`config.mk`:
```
export PLATFORM = sky130hd
export DESIGN_NAME = pipe_stage_skid
export DESIGN_NICKNAME = d
export VERILOG_FILES = /design/src/rtl/pipe_pkg.sv /design/src/rtl/pipe_stage_skid_slot.sv /design/src/rtl/pipe_stage_skid.sv
export SDC_FILE = /design/constraint.sdc
export NUM_CORES = 1
export LEC_CHECK = 0
export BUFFER_PORTS_ARGS = -buffer_cell sky130_fd_sc_hd__buf_2
export CAP_MARGIN = 10
export CORE_MARGIN = 2
export CORE_UTILIZATION = 40
export DETAILED_ROUTE_END_ITERATION = 7
export PLACE_DENSITY_LB_ADDON = 0.2
export SYNTH_ARGS = -nofsm -noshare
export SYNTH_HDL_FRONTEND = slang
export SYNTH_SLANG_ARGS = --single-unit
```
`constraint.sdc`:
```
create_clock -name clk -period 1.7 [get_ports clk]
set_input_delay 0.085 -clock clk [delete_from_list [all_inputs] [get_ports clk]]
set_output_delay 0.085 -clock clk [all_outputs]
set_load 0.01 [all_outputs]
```
`src/rtl/pipe_pkg.sv`:
```
// Shared constants for the ID->EX skid stage: ctrl bundle layout, bubble encoding,
// occupancy states and the operand slice helper.
package pipe_pkg;

  localparam int CTRL_NPC_OP_LSB = 0;
  localparam int CTRL_NPC_OP_W   = 3;
  localparam int CTRL_ALUOP_LSB  = 3;
  localparam int CTRL_ALUOP_W    = 4;
  localparam int CTRL_RF_WE_BIT  = 7;
  localparam int CTRL_DRAM_WE_BIT = 8;
  localparam int CTRL_WB_SEL_LSB = 9;
  localparam int CTRL_WB_SEL_W   = 2;

  // Every ctrl bit at this value marks a bubble; EX treats it as a no-op.
  localparam logic CTRL_BUBBLE = 1'b0;

  localparam logic [1:0] OCC_EMPTY = 2'd0;
  localparam logic [1:0] OCC_ONE   = 2'd1;
  localparam logic [1:0] OCC_TWO   = 2'd2;

  function automatic int op_lsb(input int idx, input int width);
    return idx * width;
  endfunction

endpackage

```
`src/rtl/pipe_stage_skid_slot.sv`:
```
// One held pipeline entry: valid, control bundle and payload, with load and clear.
import pipe_pkg::*;

module pipe_slot #(
  parameter int CTRL_W  = 16,
  parameter int DATA_W  = 32,
  parameter int NUM_OPS = 2,
  parameter int ADDR_W  = 5
) (
  input  logic                      clk,
  input  logic                      rst_n,
  input  logic                      clr,
  input  logic                      load,
  input  logic                      d_valid,
  input  logic [CTRL_W-1:0]         d_ctrl,
  input  logic [DATA_W-1:0]         d_pc,
  input  logic [DATA_W-1:0]         d_pc4,
  input  logic [DATA_W-1:0]         d_imm,
  input  logic [NUM_OPS*DATA_W-1:0] d_ops,
  input  logic [ADDR_W-1:0]         d_waddr,
  output logic                      q_valid,
  output logic [CTRL_W-1:0]         q_ctrl,
  output logic [DATA_W-1:0]         q_pc,
  output logic [DATA_W-1:0]         q_pc4,
  output logic [DATA_W-1:0]         q_imm,
  output logic [NUM_OPS*DATA_W-1:0] q_ops,
  output logic [ADDR_W-1:0]         q_waddr
);

  // Clear only kills valid and ctrl; stale payload is harmless once ctrl is a bubble.
  always_ff @(posedge clk) begin
    if (!rst_n) begin
      q_valid <= 1'b0;
      q_ctrl  <= '0;
      q_pc    <= '0;
      q_pc4   <= '0;
      q_imm   <= '0;
      q_ops   <= '0;
      q_waddr <= '0;
    end else if (clr) begin
      q_valid <= 1'b0;
      q_ctrl  <= {CTRL_W{CTRL_BUBBLE}};
    end else if (load) begin
      q_valid <= d_valid;
      q_ctrl  <= d_valid ? d_ctrl : {CTRL_W{CTRL_BUBBLE}};
      q_pc    <= d_pc;
      q_pc4   <= d_pc4;
      q_imm   <= d_imm;
      q_ops   <= d_ops;
      q_waddr <= d_waddr;
    end
  end

endmodule

```
`src/rtl/pipe_stage_skid.sv`:
```
// ID->EX stage register with a 2-entry skid buffer, flush and operand forwarding capture.
//   state     | meaning
//   OCC_EMPTY | nothing held, out_valid=0
//   OCC_ONE   | main holds an entry, skid free
//   OCC_TWO   | main and skid both hold entries, in_ready=0
import pipe_pkg::*;

module pipe_stage_skid #(
  parameter int CTRL_W  = 16,
  parameter int DATA_W  = 32,
  parameter int NUM_OPS = 2,
  parameter int ADDR_W  = 5,
  parameter int CNT_W   = 16
) (
  input  logic                      clk,
  input  logic                      rst_n,
  input  logic                      flush,
  input  logic                      in_valid,
  output logic                      in_ready,
  input  logic [CTRL_W-1:0]         in_ctrl,
  input  logic [DATA_W-1:0]         in_pc,
  input  logic [DATA_W-1:0]         in_pc4,
  input  logic [DATA_W-1:0]         in_imm,
  input  logic [NUM_OPS*DATA_W-1:0] in_ops,
  input  logic [ADDR_W-1:0]         in_waddr,
  input  logic [NUM_OPS-1:0]        fwd_sel,
  input  logic [NUM_OPS*DATA_W-1:0] fwd_data,
  output logic                      out_valid,
  input  logic                      out_ready,
  output logic [CTRL_W-1:0]         out_ctrl,
  output logic [DATA_W-1:0]         out_pc,
  output logic [DATA_W-1:0]         out_pc4,
  output logic [DATA_W-1:0]         out_imm,
  output logic [NUM_OPS*DATA_W-1:0] out_ops,
  output logic [ADDR_W-1:0]         out_waddr,
  output logic [CNT_W-1:0]          stall_cnt
);

  logic [1:0]                occ;
  logic                      accept;
  logic                      main_load;
  logic                      skid_load;
  logic [NUM_OPS*DATA_W-1:0] cap_ops;

  logic                      main_valid;
  logic [CTRL_W-1:0]         main_ctrl;
  logic                      main_d_valid;
  logic [CTRL_W-1:0]         main_d_ctrl;
  logic [DATA_W-1:0]         main_d_pc;
  logic [DATA_W-1:0]         main_d_pc4;
  logic [DATA_W-1:0]         main_d_imm;
  logic [NUM_OPS*DATA_W-1:0] main_d_ops;
  logic [ADDR_W-1:0]         main_d_waddr;

  logic                      skid_valid;
  logic [CTRL_W-1:0]         skid_ctrl;
  logic [DATA_W-1:0]         skid_pc;
  logic [DATA_W-1:0]         skid_pc4;
  logic [DATA_W-1:0]         skid_imm;
  logic [NUM_OPS*DATA_W-1:0] skid_ops;
  logic [ADDR_W-1:0]         skid_waddr;

  // Forwarding is resolved once, at capture; held entries never look at fwd_* again.
  for (genvar i = 0; i < NUM_OPS; i++) begin : g_fwd
    assign cap_ops[op_lsb(i, DATA_W) +: DATA_W] = fwd_sel[i] ? fwd_data[op_lsb(i, DATA_W) +: DATA_W]
                                                             : in_ops[op_lsb(i, DATA_W) +: DATA_W];
  end

  assign occ       = skid_valid ? OCC_TWO : (main_valid ? OCC_ONE : OCC_EMPTY);
  assign in_ready  = (occ != OCC_TWO);
  assign accept    = in_valid & in_ready;
  assign main_load = (occ == OCC_EMPTY) | out_ready;
  // In OCC_TWO the skid drains into main whenever EX consumes; otherwise it catches a stalled accept.
  assign skid_load = (occ == OCC_TWO) ? out_ready
                                      : ((occ == OCC_ONE) & ~out_ready & accept);

  assign main_d_valid = skid_valid | accept;
  assign main_d_ctrl  = skid_valid ? skid_ctrl  : in_ctrl;
  assign main_d_pc    = skid_valid ? skid_pc    : in_pc;
  assign main_d_pc4   = skid_valid ? skid_pc4   : in_pc4;
  assign main_d_imm   = skid_valid ? skid_imm   : in_imm;
  assign main_d_ops   = skid_valid ? skid_ops   : cap_ops;
  assign main_d_waddr = skid_valid ? skid_waddr : in_waddr;

  pipe_slot #(
    .CTRL_W(CTRL_W), .DATA_W(DATA_W), .NUM_OPS(NUM_OPS), .ADDR_W(ADDR_W)
  ) u_main (
    .clk     (clk),
    .rst_n   (rst_n),
    .clr     (flush),
    .load    (main_load),
    .d_valid (main_d_valid),
    .d_ctrl  (main_d_ctrl),
    .d_pc    (main_d_pc),
    .d_pc4   (main_d_pc4),
    .d_imm   (main_d_imm),
    .d_ops   (main_d_ops),
    .d_waddr (main_d_waddr),
    .q_valid (main_valid),
    .q_ctrl  (main_ctrl),
    .q_pc    (out_pc),
    .q_pc4   (out_pc4),
    .q_imm   (out_imm),
    .q_ops   (out_ops),
    .q_waddr (out_waddr)
  );

  pipe_slot #(
    .CTRL_W(CTRL_W), .DATA_W(DATA_W), .NUM_OPS(NUM_OPS), .ADDR_W(ADDR_W)
  ) u_skid (
    .clk     (clk),
    .rst_n   (rst_n),
    .clr     (flush),
    .load    (skid_load),
    .d_valid (accept),
    .d_ctrl  (in_ctrl),
    .d_pc    (in_pc),
    .d_pc4   (in_pc4),
    .d_imm   (in_imm),
    .d_ops   (cap_ops),
    .d_waddr (in_waddr),
    .q_valid (skid_valid),
    .q_ctrl  (skid_ctrl),
    .q_pc    (skid_pc),
    .q_pc4   (skid_pc4),
    .q_imm   (skid_imm),
    .q_ops   (skid_ops),
    .q_waddr (skid_waddr)
  );

  assign out_valid = main_valid;
  assign out_ctrl  = main_valid ? main_ctrl : {CTRL_W{CTRL_BUBBLE}};

  always_ff @(posedge clk) begin
    if (!rst_n) begin
      stall_cnt <= '0;
    end else if (main_valid && !out_ready && (stall_cnt != {CNT_W{1'b1}})) begin
      stall_cnt <= stall_cnt + {{(CNT_W-1){1'b0}}, 1'b1};
    end
  end

endmodule

```
==> results of run 1 <==
-- metrics by stage --
step | setup TNS [ps] | utilization [%]
after CTS | 0 | 58.2
after floorplan | 0 | -
after global placement | 0 | 48.2
final | 0 | 58.6
after detailed placement | -3.27 | 48.2
after global routing | -193 | 58.6
-- metal layers --
layer,up-vias,global-route usage (%)
li1,7597,-
met1,7187,29.2
met2,528,39.0
met3,112,4.27
met4,0,10.1
met5,-,0
-- flip-flops by register name, summed over array words and instances (netlist names) --
name	flops
u_main.q_pc4	32
u_main.q_pc	32
u_skid.q_imm	32
u_skid.q_waddr	5
u_skid.q_valid	1
u_main.q_waddr	5
u_skid.q_ops	64
u_main.q_ops	64
stall_cnt	16
u_skid.q_ctrl	16
u_skid.q_pc4	32
u_skid.q_pc	32
u_main.q_valid	1
u_main.q_ctrl	16
u_main.q_imm	32
-- what timing repair did --
item	in CTS	in global routing
cloned	1	2
pin swaps	1	5
setup buffers	1	4
hold buffers	246	0
hold endpoints to repair	326	0
endpoints found under the setup margin	19	74
gates resized for setup	3	13
-- path summary, 6_finish.rpt --
| check | startpoint | slack, ps | end | cells after the start |
|---|---|---|---|---|
| min | in_ops[14] | 10 | u_skid.q_ops[14] | 3 |
| max reg2reg | u_skid.q_valid | 70 | u_skid.q_imm[24] | 6 |
| min reg2reg | u_main.q_ops[61] | 450 | u_main.q_ops[61] | 2 |
| max | u_skid.q_valid | 70 | u_skid.q_imm[24] | 6 |
-- kinds of logic after synthesis --
group | Yosys count | synth area share, %
AND/OR/NAND/NOR | 614 | 16.2
AO/OA/AOI/OAI | 458 | 19.2
flip-flops | 380 | 48.3
buffers and inverters | 168 | 5.44
multiplexers | 168 | 10.7
adder cells (fa/ha/maj) | 1 | 0.0795
-- layout make-up --
cell class              count  area share [%]
flip-flops and latches    380            33.6
multi-input cells        1241            32.2
repair buffers            772            25.2
clock buffers              60            5.41
well taps                 518            2.86
clock inverters            15           0.557
inverters                   5           0.138
diodes                      1          0.0110
-- power groups by stage --
stage               logic (mW)  clock network [mW]  registers, mW
detailed placement        2.19                   0           9.64
finish                    2.72                8.91           9.45
global placement          2.15                   0           9.64
global route              2.96                9.48           9.49
floorplan                 1.06                   0           9.75
CTS                       2.69                9.12           9.45
-- layout by cell type (no fill, tap or decap), types with 4 or more instances in the layout --
cell / netlist / final
clkinv_2: 0 / 9
clkbuf_1: 70 / 7
buf_2: 66 / 450
dlygate4sd3_1: 0 / 246
nand3_1: 5 / 5
o211ai_1: 65 / 65
and2_1: 16 / 16
clkbuf_16: 0 / 44
nand2_1: 339 / 339
or4_1: 4 / 4
a211oi_1: 165 / 163
a221oi_1: 16 / 16
nor3_1: 19 / 19
a22oi_1: 16 / 16
or3_1: 4 / 4
nand2b_1: 7 / 6
clkbuf_8: 0 / 11
buf_12: 0 / 24
dfxtp_1: 380 / 376
buf_4: 14 / 43
nor2_1: 200 / 200
nand4_1: 6 / 6
mux2i_1: 168 / 168
o31ai_1: 6 / 6
a21oi_1: 175 / 175
-- critical path, delay by kind of cell, from the launching register on --
family                 cells  cell delay, ps
AO/OA/AOI/OAI              2             320
buffers and inverters      2             490
flip-flops                 1             390
AND/OR/NAND/NOR            2             340
==> run_results.csv, run 1 <==
group,metric,value,unit
final_layout,area_growth,44.2,%
placed_design,place_area,18700,sq um
cts,htree_num_levels,2,
timing,relSlewSlack,64.3,%
setup_path,cpPeakStageDelay,390,ps
synth,ys_types,48,
global_routing,grt_pass1_vias,14900,
setup_path,timing.critical_path.arrival,2120,ps
global_routing,grt_max_degree,90,
synth,synth_edf_count,0,
drt,viasPerCell,5.16,
power_and_ir_drop,total_leakage_power,9.35,nW
placed_design,placedCellCount,2662,
power_and_ir_drop,max-vdd-ir-drop,0.652,mV
timing,max_freq,612,MHz
synth,seq_area_frac_synth,48.3,%
min_path,hold_class,"in2reg",
setup_path,worstPathMaxFanout,33,
floorplanning,core_area,38700,sq um
final_layout,layout-drive-gt1-share,24.9,%
drt,route.met2.wl,24000,um
power_and_ir_drop,p_int,15.8,mW
drt,wl_per_cell,16.6,um
synth,yosysTopAreaCellShare,48.3,%
timing,setup_viol,0,
floorplanning,boundaryPins,451,
timing,rsz0062_at_grt,"yes",
timing,hold_viol,0,
cts,cts_inserted_buffers,42,
cts,clk_path_buf_depth,3,
drt,route.detailed.drc,0,
final_layout,fillers,3339,
drt,dr_wl_met3,2890,um
synth,yosysMostFrequentCell,"dfxtp_1",
drt,drtIter0Drc,648,
synth,synth_common_cells,"380 x dfxtp_1, 339 x nand2_1, 200 x nor2_1",
final_layout,final_cell_count_no_fill,2992,
timing,whs,11.2,ps
cts,cts-root-buf,"clkbuf_16",
status,status,"finished, final reports clean",
synth,synth.avg_cell_area,8.80,sq um
floorplanning,fp.dieH,202,um
power_and_ir_drop,pwr-share-seq,44.8,%
placed_design,hpwl,31500,um
power_and_ir_drop,p_sw_share,25.0,%
synth,syn_area,15700,sq um
global_routing,antenna_found_initial,1,
final_layout,final_nets,2695,
placed_design,pre_cts_slack,-3.27,ps
drt,antenna_left,0,
timing,min_period,1630,ps
drt,wl_met1,21200,um
setup_path,crit_path_top_delay_cell,"dfxtp_4",
timing,worst_pin_slew,536,ps
setup_path,setup.worst_path.end_class,"flip-flop",
placed_design,place.port_buffers,450,
drt,vias,15400,
floorplanning,die-area,40900,sq um
synth,syn-num-nets,2042,
power_and_ir_drop,p_clk_share,42.3,%
power_and_ir_drop,power_frac_comb,12.9,%
power_and_ir_drop,power.total,21.1,mW
synth,synth_area_leaders,"dfxtp_1 48%, mux2i_1 11%, nand2_1 8.1%",
setup_path,critPathKind,"reg2reg",
timing,skew,9.87,ps
synth,yosys_most_used_dff,"dfxtp_1",
placed_design,gp_congestion,0.839,
global_routing,grt_pass1_wl,77700,um
floorplanning,rows,72,
cts,cts.clk_slew.worst_paths,60,ps
final_layout,finish.instance_area,22700,sq um
final_layout,multi_input_area,7320,sq um
synth,yosys_warnings,0,
floorplanning,fp.dieW,202,um
synth,synthArstFlopShare,0,%
synth,synth.ff_latch_count,380,
run,cap_violations,0,
cts,clkLatencyLatePin,560,ps
setup_path,critPathRequiredTime,2180,ps
setup_path,startpoint_type,"flip-flop",
floorplanning,initial_utilization,40.6,%
synth,yosysTopAreaCell,"dfxtp_1",
cts,cts_sinks,380,
drt,top_layer,"met4",
power_and_ir_drop,switchingPower,5.28,mW
timing,setup_ws,65.3,ps
global_routing,gr-total-overflow,0,
drt,routed_wl,49800,um
cts,cts_tree,"yes",
synth,synth_cells,1789,
drt,drt_pass1_iterations,5,
power_and_ir_drop,power_density,929,nW/um^2
final_layout,register_area,7620,sq um
setup_path,crit_chain,"nand4bb_4, a21oi_4, buf_4, clkbuf_16, nand2_1, a21oi_1",
timing,slew_violations,0,
global_routing,grt_usage,23.3,%
timing,finalCritPeriodShare,96.2,%
Note: power is estimated with default switching activity, not from simulation.
==> run 2, diff against run 1 <==
==> constraint.sdc (replaced) <==
create_clock -name clk -period 1.7 [get_ports clk]
set_input_delay 0.34 -clock clk [delete_from_list [all_inputs] [get_ports clk]]
set_output_delay 0.34 -clock clk [all_outputs]
set_load 0.01 [all_outputs]
==> run_results.csv, run 2 (synthesized netlist as in run 1, its figures left out) <==
group,metric,value,unit
status,status,"finished with violations",
status,violations,"setup timing",
final_layout,fillers,3486,
timing,relSlewSlack,68.8,%
timing,setup_viol,20,
setup_path,critPathRequiredTime,1360,ps
drt,vias,14900,
drt,drtIter0Drc,595,
floorplanning,fp.dieW,202,um
floorplanning,initial_utilization,40.6,%
min_path,worstHoldEndpoint,"u_skid.q_pc4[28]",
cts,cts-root-buf,"clkbuf_16",
timing,skew,9.88,ps
power_and_ir_drop,total_leakage_power,9.16,nW
setup_path,r2r_start,"u_main.q_valid",
final_layout,layout-drive-gt1-share,35.8,%
floorplanning,die-area,40900,sq um
setup_path,timing.rr.end,"stall_cnt[10]",
global_routing,gr-total-overflow,0,
drt,wl_per_cell,17.8,um
final_layout,register_area,7610,sq um
timing,finalCritPeriodShare,102,%
min_path,whs_path_depth,3,
final_layout,final_cell_mix,"433 x buf_2, 378 x dfxtp_1, 323 x nand2_1",
placed_design,gp_congestion,0.818,
global_routing,antenna_found_initial,3,
drt,drt_pass1_iterations,5,
placed_design,placedCellCount,2673,
setup_path,critPathKind,"reg2out",
timing,slew_violations,0,
setup_path,reg2reg_depth,7,
drt,antenna_left,0,
drt,routed_wl,50100,um
placed_design,pre_cts_slack,-73.2,ps
setup_path,worstPathMaxFanout,7,
final_layout,finish.instance_area,22200,sq um
cts,cts_inserted_buffers,42,
cts,clkLatencyLatePin,540,ps
timing,setup_ws,-39.7,ps
timing,max_freq,575,MHz
run,cap_violations,0,
setup_path,setup.worst_path.end_class,"output pin",
final_layout,fin_util,57.2,%
timing,rsz0062_at_grt,"yes",
final_layout,final_common_cell,"buf_2",
min_path,hold_path.startpoint,"in_pc4[28]",
final_layout,multi_input_area,7950,sq um
floorplanning,core_area,38700,sq um
min_path,hold_class,"in2reg",
global_routing,grt_pass1_wl,71900,um
final_layout,final_nets,2522,
cts,clk_path_buf_depth,3,
power_and_ir_drop,power_density,944,nW/um^2
placed_design,hpwl,31400,um
placed_design,place_area,18800,sq um
global_routing,grt_usage,21.6,%
cts,htree_num_levels,2,
final_layout,area_growth,40.8,%
setup_path,timing.critical_path.arrival,1400,ps
floorplanning,rows,72,
timing,min_period,1740,ps
drt,viasPerCell,5.28,
global_routing,grt_pass1_vias,13500,
power_and_ir_drop,max-vdd-ir-drop,0.744,mV
cts,cts.clk_slew.worst_paths,60,ps
setup_path,startpoint_type,"flip-flop",
floorplanning,boundaryPins,451,
final_layout,final_cell_count_no_fill,2823,
timing,hold_viol,0,
final_layout,top_regs,"u_main.q_ops (64), u_skid.q_ops (64)",
power_and_ir_drop,power.total,20.9,mW
placed_design,place.port_buffers,450,
drt,route.detailed.drc,0,
global_routing,grt_max_degree,90,
cts,cts_sinks,380,
cts,cts_tree,"yes",
setup_path,r2r_slack,-10,ps
timing,worst_pin_slew,468,ps
floorplanning,fp.dieH,202,um
## run 2: cell count changes in the layout (fill, tap and decap cells not counted), sizes merged
cell | previous run | this run
dlygate4sd3 | 246 | 0
clkinv | 12 | 6
clkinvlp | 0 | 1
a21o | 1 | 2
clkbuf | 62 | 84
buf | 523 | 579
bufbuf | 1 | 3
diode | 1 | 3
inv | 7 | 6
## run 2: worst max path at each step
| stage | start | to | slack [ps] | depth (start not counted) |
|---|---|---|---|---|
| 6_report | u_main.q_valid | out_ctrl[13] | -40 | 4 |
| 3_3_place_gp | out_ready | u_skid.q_ops[11] | -20 | 7 |
| 2_1_floorplan | stall_cnt[0] | stall_cnt[8] | 110 | 5 |
| 5_1_grt | u_main.q_valid | stall_cnt[10] | -100 | 7 |
| 4_1_cts | u_skid.q_valid | u_skid.q_pc[31] | -80 | 8 |
| 3_5_place_dp | out_ready | u_skid.q_ops[26] | -70 | 7 |
## run 2: layout make-up
cell class	count	area share, %
multi-input cells	1242	35.9
flip-flops and latches	380	34.4
repair buffers	598	20.4
clock buffers	68	5.82
well taps	518	2.92
clock inverters	9	0.344
inverters	5	0.175
diodes	3	0.0339
## run 2: timing repair
| action | CTS | global route |
|---|---|---|
| buffers inserted | 12 | 31 |
| gates cloned | 6 | 22 |
| endpoints found under the setup margin | 17 | 260 |
| pin swaps | 24 | 65 |
| gates resized for setup | 58 | 171 |
| hold buffers | 0 | 0 |
## run 2: critical path, stage by stage (launching register included)
cell and delay [ps]:
dfxtp_4 350, buf_12 130, buf_8 130, and2_4 140, buf_6 110
## run 2: report_power, final
| group | internal, mW | total [mW] | switching, mW | leakage [nW] |
|---|---|---|---|---|
| Clock | 5.34 | 8.93 | 3.59 | 0.674 |
| Combinational | 1.13 | 2.53 | 1.39 | 5.38 |
| Sequential | 9.26 | 9.46 | 0.203 | 3.10 |
## run 2: metal layers
layer	global-route usage, %	vias to the layer above	routed length (um)
li1	-	7261	-
met1	28.1	7071	21400
met2	36.1	479	24500
met3	4.11	80	2960
met4	7.06	2	1280
met5	0	-	13
## run 2: metrics by stage
step                hold slack (ps)  setup TNS, ps
global placement                437           -119
detailed placement              442          -1670
floorplan                       436              0
global route                   33.7          -3120
finish                         44.5           -459
CTS                            24.8          -4550
==> run 3, diff against run 2 <==
==> constraint.sdc (replaced) <==
create_clock -name clk -period 1.7 [get_ports clk]
set_input_delay 0.17 -clock clk [delete_from_list [all_inputs] [get_ports clk]]
set_output_delay 0.17 -clock clk [all_outputs]
set_load 0.01 [all_outputs]
==> run_results.csv, run 3 (synthesized netlist as in run 1, its figures left out) <==
group,metric,value,unit
run,cap_violations,0,
timing,worst_pin_slew,502,ps
floorplanning,die-area,40900,sq um
final_layout,fillers,3547,
global_routing,grt_usage,22.5,%
drt,route.detailed.drc,0,
final_layout,layout-drive-gt1-share,26.6,%
setup_path,worstPathMaxFanout,22,
final_layout,top_regs,"u_main.q_ops (64), u_skid.q_ops (64)",
setup_path,startpoint_type,"flip-flop",
status,status,"finished, final reports clean",
final_layout,final_common_cell,"buf_2",
power_and_ir_drop,power_frac_comb,12.0,%
cts,cts_inserted_buffers,42,
cts,htree_num_levels,2,
cts,cts.clk_slew.worst_paths,60,ps
placed_design,placedCellCount,2673,
cts,clkLatencyLatePin,550,ps
power_and_ir_drop,power.total,20.5,mW
floorplanning,rows,72,
floorplanning,initial_utilization,40.6,%
cts,cts_tree,"yes",
power_and_ir_drop,max-vdd-ir-drop,0.618,mV
power_and_ir_drop,total_leakage_power,8.88,nW
drt,drt_pass1_iterations,5,
power_and_ir_drop,p_clk_share,41.9,%
setup_path,r2r_slack,50,ps
global_routing,grt_pass1_vias,14200,
power_and_ir_drop,p_sw_share,24.9,%
setup_path,reg2reg_depth,7,
timing,hold_viol,0,
power_and_ir_drop,pwr-share-seq,46.1,%
timing,skew,10.3,ps
setup_path,timing.critical_path.arrival,2130,ps
timing,rsz0062_at_grt,"yes",
timing,finalCritPeriodShare,97.1,%
final_layout,area_growth,37.0,%
timing,max_freq,606,MHz
global_routing,grt_max_degree,83,
drt,wl_per_cell,16.7,um
cts,clk_path_buf_depth,3,
floorplanning,fp.dieW,202,um
timing,slew_violations,0,
timing,setup_viol,0,
global_routing,grt_pass1_wl,75000,um
placed_design,place_area,18800,sq um
min_path,hold_class,"in2reg",
final_layout,final_cell_count_no_fill,2875,
placed_design,hpwl,31900,um
floorplanning,boundaryPins,451,
final_layout,final_nets,2583,
timing,min_period,1650,ps
drt,drtIter0Drc,604,
power_and_ir_drop,power_density,951,nW/um^2
floorplanning,fp.dieH,202,um
global_routing,gr-total-overflow,0,
drt,vias,14900,
cts,cts_sinks,380,
final_layout,fin_util,55.7,%
final_layout,antenna_cells,0,
timing,relSlewSlack,66.5,%
setup_path,setup.worst_path.end_class,"flip-flop",
setup_path,critPathKind,"reg2reg",
placed_design,gp_congestion,0.816,
final_layout,register_area,7610,sq um
final_layout,multi_input_area,7360,sq um
drt,viasPerCell,5.18,
drt,routed_wl,48100,um
floorplanning,core_area,38700,sq um
drt,antenna_left,0,
power_and_ir_drop,switchingPower,5.10,mW
placed_design,place.port_buffers,450,
setup_path,critPathRequiredTime,2180,ps
global_routing,antenna_found_initial,2,
power_and_ir_drop,p_int,15.4,mW
final_layout,final_cell_mix,"450 x buf_2, 378 x dfxtp_1, 338 x nand2_1",
min_path,whs_path_depth,3,
final_layout,finish.instance_area,21600,sq um
cts,cts-root-buf,"clkbuf_16",
[run 3: path summary, 6_finish.rpt]
| check | startpoint | end |
|---|---|---|
| worst min-delay path | in_ops[26] | u_skid.q_ops[26] |
| worst max register to register | u_skid.q_valid | u_skid.q_pc[2] |
| worst max-delay path | u_skid.q_valid | u_skid.q_pc[2] |
| worst min register to register | u_main.q_ops[9] | u_main.q_ops[9] |
[run 3: what timing repair did]
item / 4_1_cts / 5_1_grt
gates resized for setup: 8 / 20
gates cloned: 1 / 4
buffers inserted: 2 / 5
hold endpoints to repair: 232 / 0
endpoints found under the setup margin: 24 / 140
hold buffers: 120 / 0
pin swaps: 1 / 7
[run 3: worst max-delay path, cell delays in order, from the launching register on]
cell and delay, ps:
dfxtp_4 400, nand4bb_4 240, a21oi_4 190, buf_12 150, buf_16 180, buf_12 180, nand2_1 60, a21oi_1 130
[run 3: area by class of cell]
type / count / area share, %
clock buffer: 65 / 5.75
sequential: 380 / 35.3
multi-input combinational: 1241 / 34.2
tap: 518 / 3.01
timing repair buffer: 660 / 21.4
clock inverter: 6 / 0.157
inverter: 5 / 0.180
[run 3: power by group through the flow]
stage               clock network (mW)  registers [mW]  logic (mW)
CTS                               8.77            9.45        2.45
finish                            8.58            9.45        2.46
global placement                     0            9.64        2.19
detailed placement                   0            9.64        2.22
global route                      9.16            9.49        2.70
floorplan                            0            9.75        1.06
[run 3: stage by stage]
stage,hold slack (ps),TNS [ps],setup slack (ps)
finish,31.4,0,49.0
global route,53.5,-76.7,-14.9
CTS,2.99,-1.01,-1.01
detailed placement,429,0,6.18
global placement,422,0,67.3
floorplan,306,0,109
[run 3: routing by layer]
layer	share of wire [%]	routed length [um]	GRT usage, %
met1	43	20700	28.0
met2	48	23000	37.9
met3	5.8	2810	4.50
met4	3.3	1590	9.36
met5	0.071	34	0
